File: src/rtl/word_aligner_10b.sv
// word_aligner_10b
// Finds K28.5 commas in a raw 10-bit deserializer stream and re-frames the
// stream so that each output word is one complete 8b10b symbol.
//
// A 20-bit window {previous word, current word} is searched for a comma at
// each of the ten bit offsets. A hunt/verify/locked state machine decides
// which offset is trusted, and words leave through a one-cycle output
// register.
//
// Parameters
//   LOCK_CNT  consecutive same-offset commas needed to lock (1..7)
//   LOSS_CNT  consecutive wrong-offset commas that drop lock (1..7)
// Ports
//   clk           parallel-domain clock, rising edge
//   rst           asynchronous active-high reset
//   data_in       raw unaligned word, bit 9 received first
//   valid_in      data_in qualifier
//   data_out      aligned symbol for the 8b10b decoder
//   valid_out     data_out qualifier (only while locked)
//   comma_out     data_out is K28.5 (either disparity)
//   locked        alignment state is LOCKED
//   align_offset  current alignment offset, 0..9
//   realign       one-cycle pulse after align_offset changed
module word_aligner_10b #(
  parameter int LOCK_CNT = 3,
  parameter int LOSS_CNT = 4
) (
  input  logic       clk,
  input  logic       rst,
  input  logic [9:0] data_in,
  input  logic       valid_in,
  output logic [9:0] data_out,
  output logic       valid_out,
  output logic       comma_out,
  output logic       locked,
  output logic [3:0] align_offset,
  output logic       realign
);

  localparam logic [9:0] K28_5_RDN = 10'b0011111010;
  localparam logic [9:0] K28_5_RDP = 10'b1100000101;
  // Narrowed copies so the threshold compares stay 4 bits wide.
  localparam logic [3:0] LOCK_N = 4'(LOCK_CNT);
  localparam logic [3:0] LOSS_N = 4'(LOSS_CNT);

  typedef enum logic [1:0] {
    HUNT   = 2'd0,
    VERIFY = 2'd1,
    LOCKED = 2'd2
  } state_t;

  state_t     state_reg, state_next;
  logic [9:0] prev_reg;
  logic [3:0] offset_reg, offset_next;
  logic [2:0] cnt_reg, cnt_next;
  logic [2:0] miss_reg, miss_next;

  logic [19:0] window;
  logic [9:0]  cand [10];
  logic [9:0]  match;
  logic [3:0]  hit_k;
  logic        hit_any;
  logic [9:0]  sel_word;
  logic        sel_comma;

  assign window = {prev_reg, data_in};

  // Candidate k starts k bits into the older word.
  for (genvar gi = 0; gi < 10; gi++) begin : g_cand
    assign cand[gi]  = window[19-gi -: 10];
    assign match[gi] = (cand[gi] == K28_5_RDN) || (cand[gi] == K28_5_RDP);
  end

  assign hit_any = |match;

  // Lowest matching offset wins: scan downwards so the last write is lowest.
  always_comb begin
    hit_k = 4'd0;
    for (int i = 9; i >= 0; i--) begin
      if (match[i]) hit_k = 4'(i);
    end
  end

  always_comb begin
    state_next  = state_reg;
    offset_next = offset_reg;
    cnt_next    = cnt_reg;
    miss_next   = miss_reg;
    if (valid_in) begin
      case (state_reg)
        HUNT: begin
          if (hit_any) begin
            offset_next = hit_k;
            cnt_next    = 3'd1;
            miss_next   = 3'd0;
            state_next  = (LOCK_N <= 4'd1) ? LOCKED : VERIFY;
          end
        end
        VERIFY: begin
          if (hit_any) begin
            if (hit_k == offset_reg) begin
              if (cnt_reg != 3'd7) cnt_next = cnt_reg + 3'd1;
              if (({1'b0, cnt_reg} + 4'd1) >= LOCK_N) begin
                state_next = LOCKED;
                miss_next  = 3'd0;
              end
            end else begin
              // Comma moved: restart verification at the new position.
              offset_next = hit_k;
              cnt_next    = 3'd1;
            end
          end
        end
        LOCKED: begin
          // A comma at the locked offset counts as good even when a lower
          // offset also happens to match.
          if (match[offset_reg]) begin
            miss_next = 3'd0;
          end else if (hit_any) begin
            if (miss_reg != 3'd7) miss_next = miss_reg + 3'd1;
            if (({1'b0, miss_reg} + 4'd1) >= LOSS_N) begin
              state_next = HUNT;
              cnt_next   = 3'd0;
              miss_next  = 3'd0;
            end
          end
        end
        default: begin
          state_next = HUNT;
          cnt_next   = 3'd0;
          miss_next  = 3'd0;
        end
      endcase
    end
  end

  // The word leaving this cycle uses the offset chosen this cycle, so the
  // comma that triggered a realignment is itself emitted aligned.
  assign sel_word  = cand[offset_next];
  assign sel_comma = (sel_word == K28_5_RDN) || (sel_word == K28_5_RDP);

  always_ff @(posedge clk or posedge rst) begin
    if (rst) begin
      state_reg  <= HUNT;
      prev_reg   <= '0;
      offset_reg <= '0;
      cnt_reg    <= '0;
      miss_reg   <= '0;
      data_out   <= '0;
      valid_out  <= 1'b0;
      comma_out  <= 1'b0;
      locked     <= 1'b0;
      realign    <= 1'b0;
    end else begin
      valid_out <= 1'b0;
      realign   <= 1'b0;
      if (valid_in) begin
        state_reg  <= state_next;
        prev_reg   <= data_in;
        offset_reg <= offset_next;
        cnt_reg    <= cnt_next;
        miss_reg   <= miss_next;
        data_out   <= sel_word;
        comma_out  <= sel_comma;
        valid_out  <= (state_next == LOCKED);
        locked     <= (state_next == LOCKED);
        realign    <= (offset_next != offset_reg);
      end
    end
  end

  assign align_offset = offset_reg;

endmodule

File: config.mk
export PLATFORM = sky130hd
export DESIGN_NAME = word_aligner_10b
export DESIGN_NICKNAME = d
export VERILOG_FILES = /design/src/rtl/word_aligner_10b.sv
export SDC_FILE = /design/constraint.sdc
export NUM_CORES = 1
export LEC_CHECK = 0
export CAP_MARGIN = 20
export CELL_PAD_IN_SITES_DETAIL_PLACEMENT = 2
export CELL_PAD_IN_SITES_GLOBAL_PLACEMENT = 2
export CORE_MARGIN = 2
export CORE_UTILIZATION = 35
export CTS_CLUSTER_DIAMETER = 50
export DETAILED_ROUTE_END_ITERATION = 16
export MAX_ROUTING_LAYER = met4
export PLACE_DENSITY = 0.8
export SYNTH_ARGS = -nofsm -noshare
export SYNTH_HDL_FRONTEND = slang
export SYNTH_SLANG_ARGS = --single-unit
File: constraint.sdc
create_clock -name clk -period 3.62 [get_ports clk]
set_clock_uncertainty 0.05 [all_clocks]
set_input_delay 0.724 -clock clk [delete_from_list [all_inputs] [get_ports clk]]
set_output_delay 0.724 -clock clk [all_outputs]
set_load 0.01 [all_outputs]
==> results by group, run 1 <==
Outcome
  – Status: did not finish
  – Failed at: 5_1_grt
  – Error msg: [ERROR DPL-0033] detailed placement checks failed during check placement.

STA
  – GR repair worst EP: comma_out$_DFFE_PP0P_/D
  – WEP type: register input

Clocking
  – CTS root buffer: clkbuf_8
  – Htree depth: 2
  – Total CTS buffers: 5
  – Maximum buffer depth of the clock tree: 2
  – CTS Sinks: 36
  – Hold-fix buffers, CTS: 0

Synth
  – Dominant synthesized flop cell: dfrtp_1
  – Synth cell types: 76
  – Asr flop ratio synth: 100%
  – Synth Area in Compound Gates: 17.1%
  – Simple-gate share of the synthesized area: 26.6%
  – Post-Synth XOR/XNOR Area: 1.05%
  – Mux contribution to synthesized area: 19.2%
  – Avg Cell Area, Syn: 8.99 µm²
  – Number of flops mapped to enable cells by yosys: 0
  – Adder-cell share of the synthesized area: 1.87%
  – Syn nets: 390
  – Synth Cell Area: 3350 µm²
  – Seq/Total Area, Yosys: 26.9%
  – YS warnings: 0
  – Largest family of logic cells by synthesized area: simple AND/OR/NAND/NOR gates
  – Synthesized instance count: 372
  – Synth Register Bits: 36

Placement
  – Post-DP HPWL: 11.5 mm
  – IO Port Bufs: 30
  – Routability cong.: 0.914

Die
  – Die Span X: 102 µm
  – Cell Rows: 35
  – Initial Utilization: 36.2%
  – Io pins: 31
  – Die height: 102 µm

GRT
  – Initial antenna violation count: 0
  – Largest net degree at the start of global routing: 37
kinds of logic after synthesis:
| group | after synthesis |
|---|---|
| and+or+nand+nor | 152 |
| muxes | 59 |
| xor gates and xnor gates | 4 |
| AOI/OAI and AO/OA | 71 |
| buffers and inverters | 45 |
| DFF | 36 |
| adders and majority gates | 5 |
stage by stage:
stage	instances	cell area, µm²	setup WS (ns)	TNS (ns)
2_1_floorplan	372	3350	0.0738	0
3_3_place_gp	604	4400	-0.733	-10.66
3_5_place_dp	604	4400	-0.981	-15.72
4_1_cts	632	4960	-0.0789	-0.119
timing repair:
item,in CTS
resized for setup,107
pin swaps,24
setup endpoints to repair,21
buffers inserted,21
cells in the mapped netlist (4+ instances only):
master,instances,area share (%)
a21oi_1,14,2.1
a31oi_1,5,0.93
buf_2,15,2.2
buf_6,4,1.3
clkbuf_1,9,1.0
dfrtp_1,36,27
ha_1,5,1.9
inv_1,8,0.90
inv_2,4,0.45
mux2_2,20,6.7
mux2i_1,35,10
nand2_1,29,3.3
nand3_1,10,1.5
nand3b_1,5,1.1
nand4_1,6,1.1
nand4b_1,6,1.6
nor2_1,39,4.4
nor2b_1,4,0.75
nor3_1,7,1.0
nor3b_1,6,1.3
nor4_1,5,0.93
nor4b_1,4,1.0
o22ai_1,5,0.93
o32ai_1,5,1.3
xnor2_1,4,1.0
==> inputs of run 2 (changes only) <==
==> config.mk (replaced) <==
export PLATFORM = sky130hd
export DESIGN_NAME = word_aligner_10b
export DESIGN_NICKNAME = d
export VERILOG_FILES = /design/src/rtl/word_aligner_10b.sv
export SDC_FILE = /design/constraint.sdc
export NUM_CORES = 1
export LEC_CHECK = 0
export CAP_MARGIN = 20
export CORE_MARGIN = 2
export CORE_UTILIZATION = 20
export DETAILED_ROUTE_END_ITERATION = 16
export PLACE_DENSITY_LB_ADDON = 0.15
export SYNTH_ARGS = -nofsm -noshare
export SYNTH_HDL_FRONTEND = slang
export SYNTH_SLANG_ARGS = --single-unit
==> results by group, run 2 <==
Detailed routing
  – Routed Antenna Nets: 0
  – Via count: 3454
  – Drt pass-1 iters: 4
  – Final WL: 12.0 mm
  – DR vias/cell: 4.82
  – Drt wl/cell: 16.7 µm
  – DR DRC count: 0
  – Initial drt markers: 234

Placement
  – Post-DP HPWL: 9.02 mm (-22%)
  – IO Port Bufs: 30 (unchanged)
  – Routability cong.: 0.844 (-7.7%)

Synth
  – Syn nets: 390 (unchanged)
  – Synthesized instance count: 372 (unchanged)
  – Area leader, netlist: dfrtp_1
  – YS warnings: 0 (unchanged)
  – Synth Cell Area: 3350 µm² (unchanged)
  – Dominant synthesized flop cell: dfrtp_1
  – Number of flops mapped to enable cells by yosys: 0 (unchanged)
  – Most frequent cell after synthesis: nor2_1
  – Yosys top cell area share: 26.9% (unchanged)
  – Synth Register Bits: 36 (unchanged)
  – Avg Cell Area, Syn: 8.99 µm² (unchanged)
  – Synth cell count leaders: 39 x nor2_1, 36 x dfrtp_1, 35 x mux2i_1, 29 x nand2_1, 20 x mux2_2
  – Synth cell types: 76 (unchanged)
  – Asr flop ratio synth: 100% (unchanged)
  – Seq/Total Area, Yosys: 26.9% (unchanged)
  – Top cells by area, synth: dfrtp_1 27%, mux2i_1 10%, mux2_2 6.7%, nor2_1 4.4%, nand2_1 3.3%

Clocking
  – Total CTS buffers: 5 (unchanged)
  – Htree depth: 2 (unchanged)
  – CTS tree: yes
  – CTS clk-pin slew, worst paths: 0.06 ns
  – Hold-fix buffers, CTS: 0 (unchanged)
  – CTS Sinks: 36 (unchanged)
  – CTS root buffer: clkbuf_16
  – Clk_lat worst skew: 0.29 ns
  – Maximum buffer depth of the clock tree: 2 (unchanged)

Worst hold path
  – Hold Crit Depth: 1
  – Hold Crit Class: register to register

STA
  – FMAX: 0.283 GHz
  – Max-slew violations: 0
  – Worst-margin pin slew: 0.542 ns
  – RSZ-0062 raised after global routing: yes
  – Min Tclk post-route: 3.53 ns
  – Post-route clock period utilization: 97.6%
  – Count of final setup violators: 0
  – Max-slew headroom: 63.9%
  – Final Hold Viols: 0

Die
  – Initial Utilization: 20.3% (-16 points)
  – Cell Rows: 47 (+34%)
  – Die Span X: 133 µm (+31%)
  – Die area: 17800 µm²
  – Core box area: 16500 µm²
  – Io pins: 31 (unchanged)
  – Die height: 133 µm (+31%)

Power
  – Final Power: 2.08 mW
  – Net Sw Frac: 34.8%
  – Power Density: 402 nW/µm²
  – Static leakage power: 2.18 nW
  – Clock network fraction of total power: 24.7%
  – Seq pwr share: 25.4%
  – Maximum vdd ir drop: 0.000172 V
  – Gate power share: 49.9%
  – Switching power: 0.722 mW
  – Internal power: 1.35 mW

Critical path
  – CP endpoint kind: register
  – Type of the worst setup path: primary input to register
  – Critical Path AT: 3.69 ns
  – Req. time, crit path: 3.78 ns
  – CP max FO: 7
  – Reg2reg path depth: 17
  – CP Launch Type: primary input
  – R2R setup slack: 0.17 ns

Final layout
  – Ant. Diodes: 0
  – Final core occ: 31.3%
  – Share of cells above drive strength 1: 46.5%
  – Final nets: 514
  – Commonest non-fill, non-tap cell in the layout: buf_4
  – Area grow syn2layout: 54.2%
  – Most frequent cells in the layout: 111 x buf_4, 36 x nor2_1, 34 x dfrtp_1

GRT
  – Largest net degree at the start of global routing: 24
  – Grt total ovfl: 0
  – First-pass GRT wire length: 19.4 mm
  – Vias in the first global route: 3598
  – GRT Util Overall: 13.6%
  – Initial antenna violation count: 0

Run
  – Max capacitance violation total: 0

Outcome
  – Status: finished clean
[run 2: final timing paths]
path | from | end
max in group asynchronous | rst | prev_reg[1]
worst min-delay path | locked | locked
worst max register to register | prev_reg[0] | comma_out
worst min register to register | locked | locked
worst max-delay path | data_in[5] | comma_out
min in group asynchronous | rst | comma_out
[run 2: what timing repair did]
action | 4_1_cts | 5_1_grt
setup buffers | 11 | 8
pin swaps | 11 | 23
gates cloned | 1 | 0
resized for setup | 50 | 68
endpoints found under the setup margin | 21 | 19
[run 2: cells by family after synthesis]
family,share of synthesized area (%)
AO/OA/AOI/OAI,17.1
adder cells (fa/ha/maj),1.87
XOR/XNOR,1.05
buffers and inverters,7.25
multiplexers,19.2
flip-flops,26.9
AND/OR/NAND/NOR,26.6
[run 2: final cells by class]
class                      instances  area (µm²)
fill                            1758       11300
multi-input combinational        291        2540
timing repair buffer             149        1220
sequential                        36         903
tap                              220         275
clock buffer                       5         125
inverter                          13        56.3
clock inverter                     3        42.5
[run 2: stage by stage]
step | worst slack (ns) | area [µm²] | cells | hold slack [ns] | TNS [ns]
CTS | -0.0532 | 4900 | 712 | 0.444 | -0.0532
global route | -0.0966 | 5160 | 717 | 0.464 | -0.133
finish | 0.0883 | 5160 | 717 | 0.439 | 0
floorplan | 0.0738 | 3350 | 372 | 0.442 | 0
global placement | -0.821 | 4500 | 693 | 0.423 | -13.64
detailed placement | -0.776 | 4500 | 693 | 0.418 | -12.41
[run 2: power groups by stage]
stage                     clock (mW)  combinational (mW)  sequential, mW
final                          0.513                1.04           0.526
after global routing           0.548                1.11           0.539
after CTS                      0.529               0.941           0.528
after detailed placement           0               0.814           0.534
after global placement             0               0.817           0.536
after floorplan                    0               0.489           0.516
[run 2: layer usage]
layer / vias to the layer above / track usage [%] / wire length (µm)
met5: - / 0 / 0
met4: 0 / 4.31 / 219
met3: 19 / 2.05 / 391
met2: 74 / 22.5 / 5690
met1: 1716 / 18.4 / 5700
li1: 1645 / - / -
[run 2: critical path, stage by stage]
cell,delay (ns)
buf_2,0.18
or3b_4,0.42
nor4_4,0.26
a41o_2,0.18
nor4_4,0.05
buf_4,0.14
a31oi_4,0.20
a2bb2oi_4,0.30
inv_4,0.09
mux2_1,0.23
nand3_1,0.09
and2_1,0.17
a2111oi_2,0.37
nand4_1,0.16
o221ai_2,0.08
(Power assumes the default switching activity.)
==> inputs of run 3 (changes only) <==
--- a/config.mk
+++ b/config.mk
@@ -6,8 +6,7 @@
 export NUM_CORES = 1
 export LEC_CHECK = 0
 export CAP_MARGIN = 20
-export CORE_MARGIN = 2
-export CORE_UTILIZATION = 20
+export CORE_UTILIZATION = 40
 export DETAILED_ROUTE_END_ITERATION = 16
 export PLACE_DENSITY_LB_ADDON = 0.15
 export SYNTH_ARGS = -nofsm -noshare
==> results by group, run 3 (synthesis gave the netlist of run 2 again) <==
Outcome
  – Status: finished clean

Detailed routing
  – Drt wl/cell: 18.2 µm (+8.8%)
  – Drt pass-1 iters: 4 (unchanged)
  – Routed Antenna Nets: 0 (unchanged)
  – Via count: 3502 (+1.4%)
  – DR DRC count: 0 (unchanged)
  – Final WL: 11.0 mm (-8.7%)
  – Initial drt markers: 233 (-0.43%)
  – DR vias/cell: 5.82 (+21%)

Critical path
  – CP max FO: 5 (-2)
  – CP endpoint kind: register
  – Type of the worst setup path: primary input to register
  – Critical-path top delay cell: or4b_4
  – Critical Path AT: 3.71 ns (+0.02 ns)
  – CP Launch Type: primary input
  – Slowest Stage Delay on Critical Path: 0.57 ns (+0.15 ns)
  – Req. time, crit path: 3.78 ns (about the same)
  – Critical path cell sequence: buf_8 > or4b_4 > buf_6 > nand4b_1 > o21ai_2 > nor2_2 > buf_6 > a311o_1 > nand2_4 > inv_8 > mux2i_4 > a211oi_4 > a211o_1 > and4b_1 > nand4b_1 > o221ai_1

Die
  – Die area: 8730 µm² (-51%)
  – Io pins: 31 (unchanged)
  – Core box area: 7890 µm² (-52%)
  – Cell Rows: 32 (-32%)
  – Die height: 93.5 µm (-30%)
  – Die Span X: 93.5 µm (-30%)
  – Initial Utilization: 42.4% (+22 points)

Placement
  – IO Port Bufs: 30 (unchanged)
  – Placed instance area: 4310 µm² (-4.3%)
  – Post-DP HPWL: 7.64 mm (-15%)
  – Routability cong.: 0.887 (+5.2%)

Clocking
  – CTS tree: yes
  – CTS Sinks: 36 (unchanged)
  – Clk_lat worst skew: 0.30 ns (about the same)
  – Htree depth: 2 (unchanged)
  – Maximum buffer depth of the clock tree: 2 (unchanged)
  – Total CTS buffers: 5 (unchanged)
  – CTS root buffer: clkbuf_8
  – CTS clk-pin slew, worst paths: 0.08 ns (+0.02 ns)

Final layout
  – Final nets: 517 (+0.58%)
  – Final core occ: 63.2% (+32 points)
  – Final Cell Area: 4990 µm² (-3.3%)
  – Area grow syn2layout: 49.1%
  – Commonest non-fill, non-tap cell in the layout: buf_4
  – Ant. Diodes: 0 (unchanged)
  – Most frequent cells in the layout: 112 x buf_4, 36 x nor2_1, 35 x dfrtp_1
  – Share of cells above drive strength 1: 45.0% (-1.5 points)

STA
  – Post-route clock period utilization: 97.9% (+0.29 points)
  – Max-slew headroom: 67.4% (+3.6 points)
  – Worst-margin pin slew: 0.489 ns (-0.0527 ns)
  – Count of final setup violators: 0 (unchanged)
  – FMAX: 0.282 GHz (-0.30%)
  – Final Hold Viols: 0 (unchanged)
  – RSZ-0062 raised after global routing: yes
  – Worst hold slack: 0.436 ns (-0.00310 ns)
  – Max-slew violations: 0 (unchanged)
  – Total Neg Setup Slack: 0 ns (unchanged)
  – Min Tclk post-route: 3.54 ns (+0.0106 ns)

Power
  – Power Density: 390 nW/µm² (-2.9%)
  – Static leakage power: 2.19 nW (+0.18%)
  – Final Power: 1.95 mW (-6.2%)
  – Maximum vdd ir drop: 0.000250 V (+45%)

Worst hold path
  – Hold Crit Class: register to register

GRT
  – Largest net degree at the start of global routing: 37 (+54%)
  – Grt total ovfl: 0 (unchanged)
  – First-pass GRT wire length: 17.3 mm (-11%)
  – Initial antenna violation count: 0 (unchanged)
  – Vias in the first global route: 3357 (-6.7%)
  – GRT Util Overall: 25.6% (+12 points)

Run
  – Max capacitance violation total: 0 (unchanged)
## run 3: cell types whose count changed in the layout (fill, tap and decap cells not counted), sizes merged
cell / previous run / this run
clkbuf: 7 / 9
clkdlybuf4s15: 1 / 0
clkdlybuf4s50: 21 / 22
clkinvlp: 1 / 2
## run 3: final cells by class
type	instances	area, µm²
Clock inverter	3	42.5
Timing Repair Buffer	151	1240
Multi-Input combinational cell	291	2530
Timing Repair inverter	1	7.51
Tap cell	102	128
Inverter	13	66.3
Fill cell	666	2900
Clock buffer	5	68.8
Sequential cell	36	902
## run 3: path summary, 6_finish.rpt
path / end / cells past startpoint / startpoint / slack, ns
hold / removal: locked / 1 / locked / 0.44
hold reg to reg: locked / 1 / locked / 0.44
setup reg to reg: data_out[7] / 17 / prev_reg[0] / 0.18
min in group asynchronous: cnt_reg[1] / 3 / rst / 0.78
setup / recovery: comma_out / 16 / data_in[8] / 0.08
max in group asynchronous: prev_reg[0] / 3 / rst / 2.38
## run 3: timing repair
item,CTS,global route
setup endpoints to repair,21,15
cloned,2,0
hold buffers,0,0
gates resized for setup,54,60
setup buffers,14,9
pin swaps,19,20
## run 3: where the power goes
part	internal [mW]	total, mW	switching [mW]
sequential	0.456	0.522	0.0662
clock	0.204	0.364	0.160
combinational	0.579	1.06	0.483
total	1.24	1.95	0.709
## run 3: worst max-delay path: cells and delay by family
kind                   cells  cell delay, ns
buffers and inverters      4            0.44
multiplexers               1            0.19
AND/OR/NAND/NOR            6            1.28
AO/OA/AOI/OAI              5            1.06
## run 3: metrics by stage
stage | std cells | setup WS (ns)
5_1_grt | 602 | -0.0613
4_1_cts | 593 | 0.0104
3_3_place_gp | 569 | -0.669
3_5_place_dp | 569 | -0.789
2_1_floorplan | 372 | 0.0738
6_report | 602 | 0.0777
## run 3: metal layers
| metal | up-vias | track usage (%) | part of all wire (%) |
|---|---|---|---|
| met5 | - | 0 | 0 |
| met4 | 0 | 8.97 | 2.4 |
| met3 | 26 | 4.47 | 4.7 |
| met2 | 112 | 41.9 | 48 |
| met1 | 1706 | 33.9 | 45 |
| li1 | 1658 | - | - |
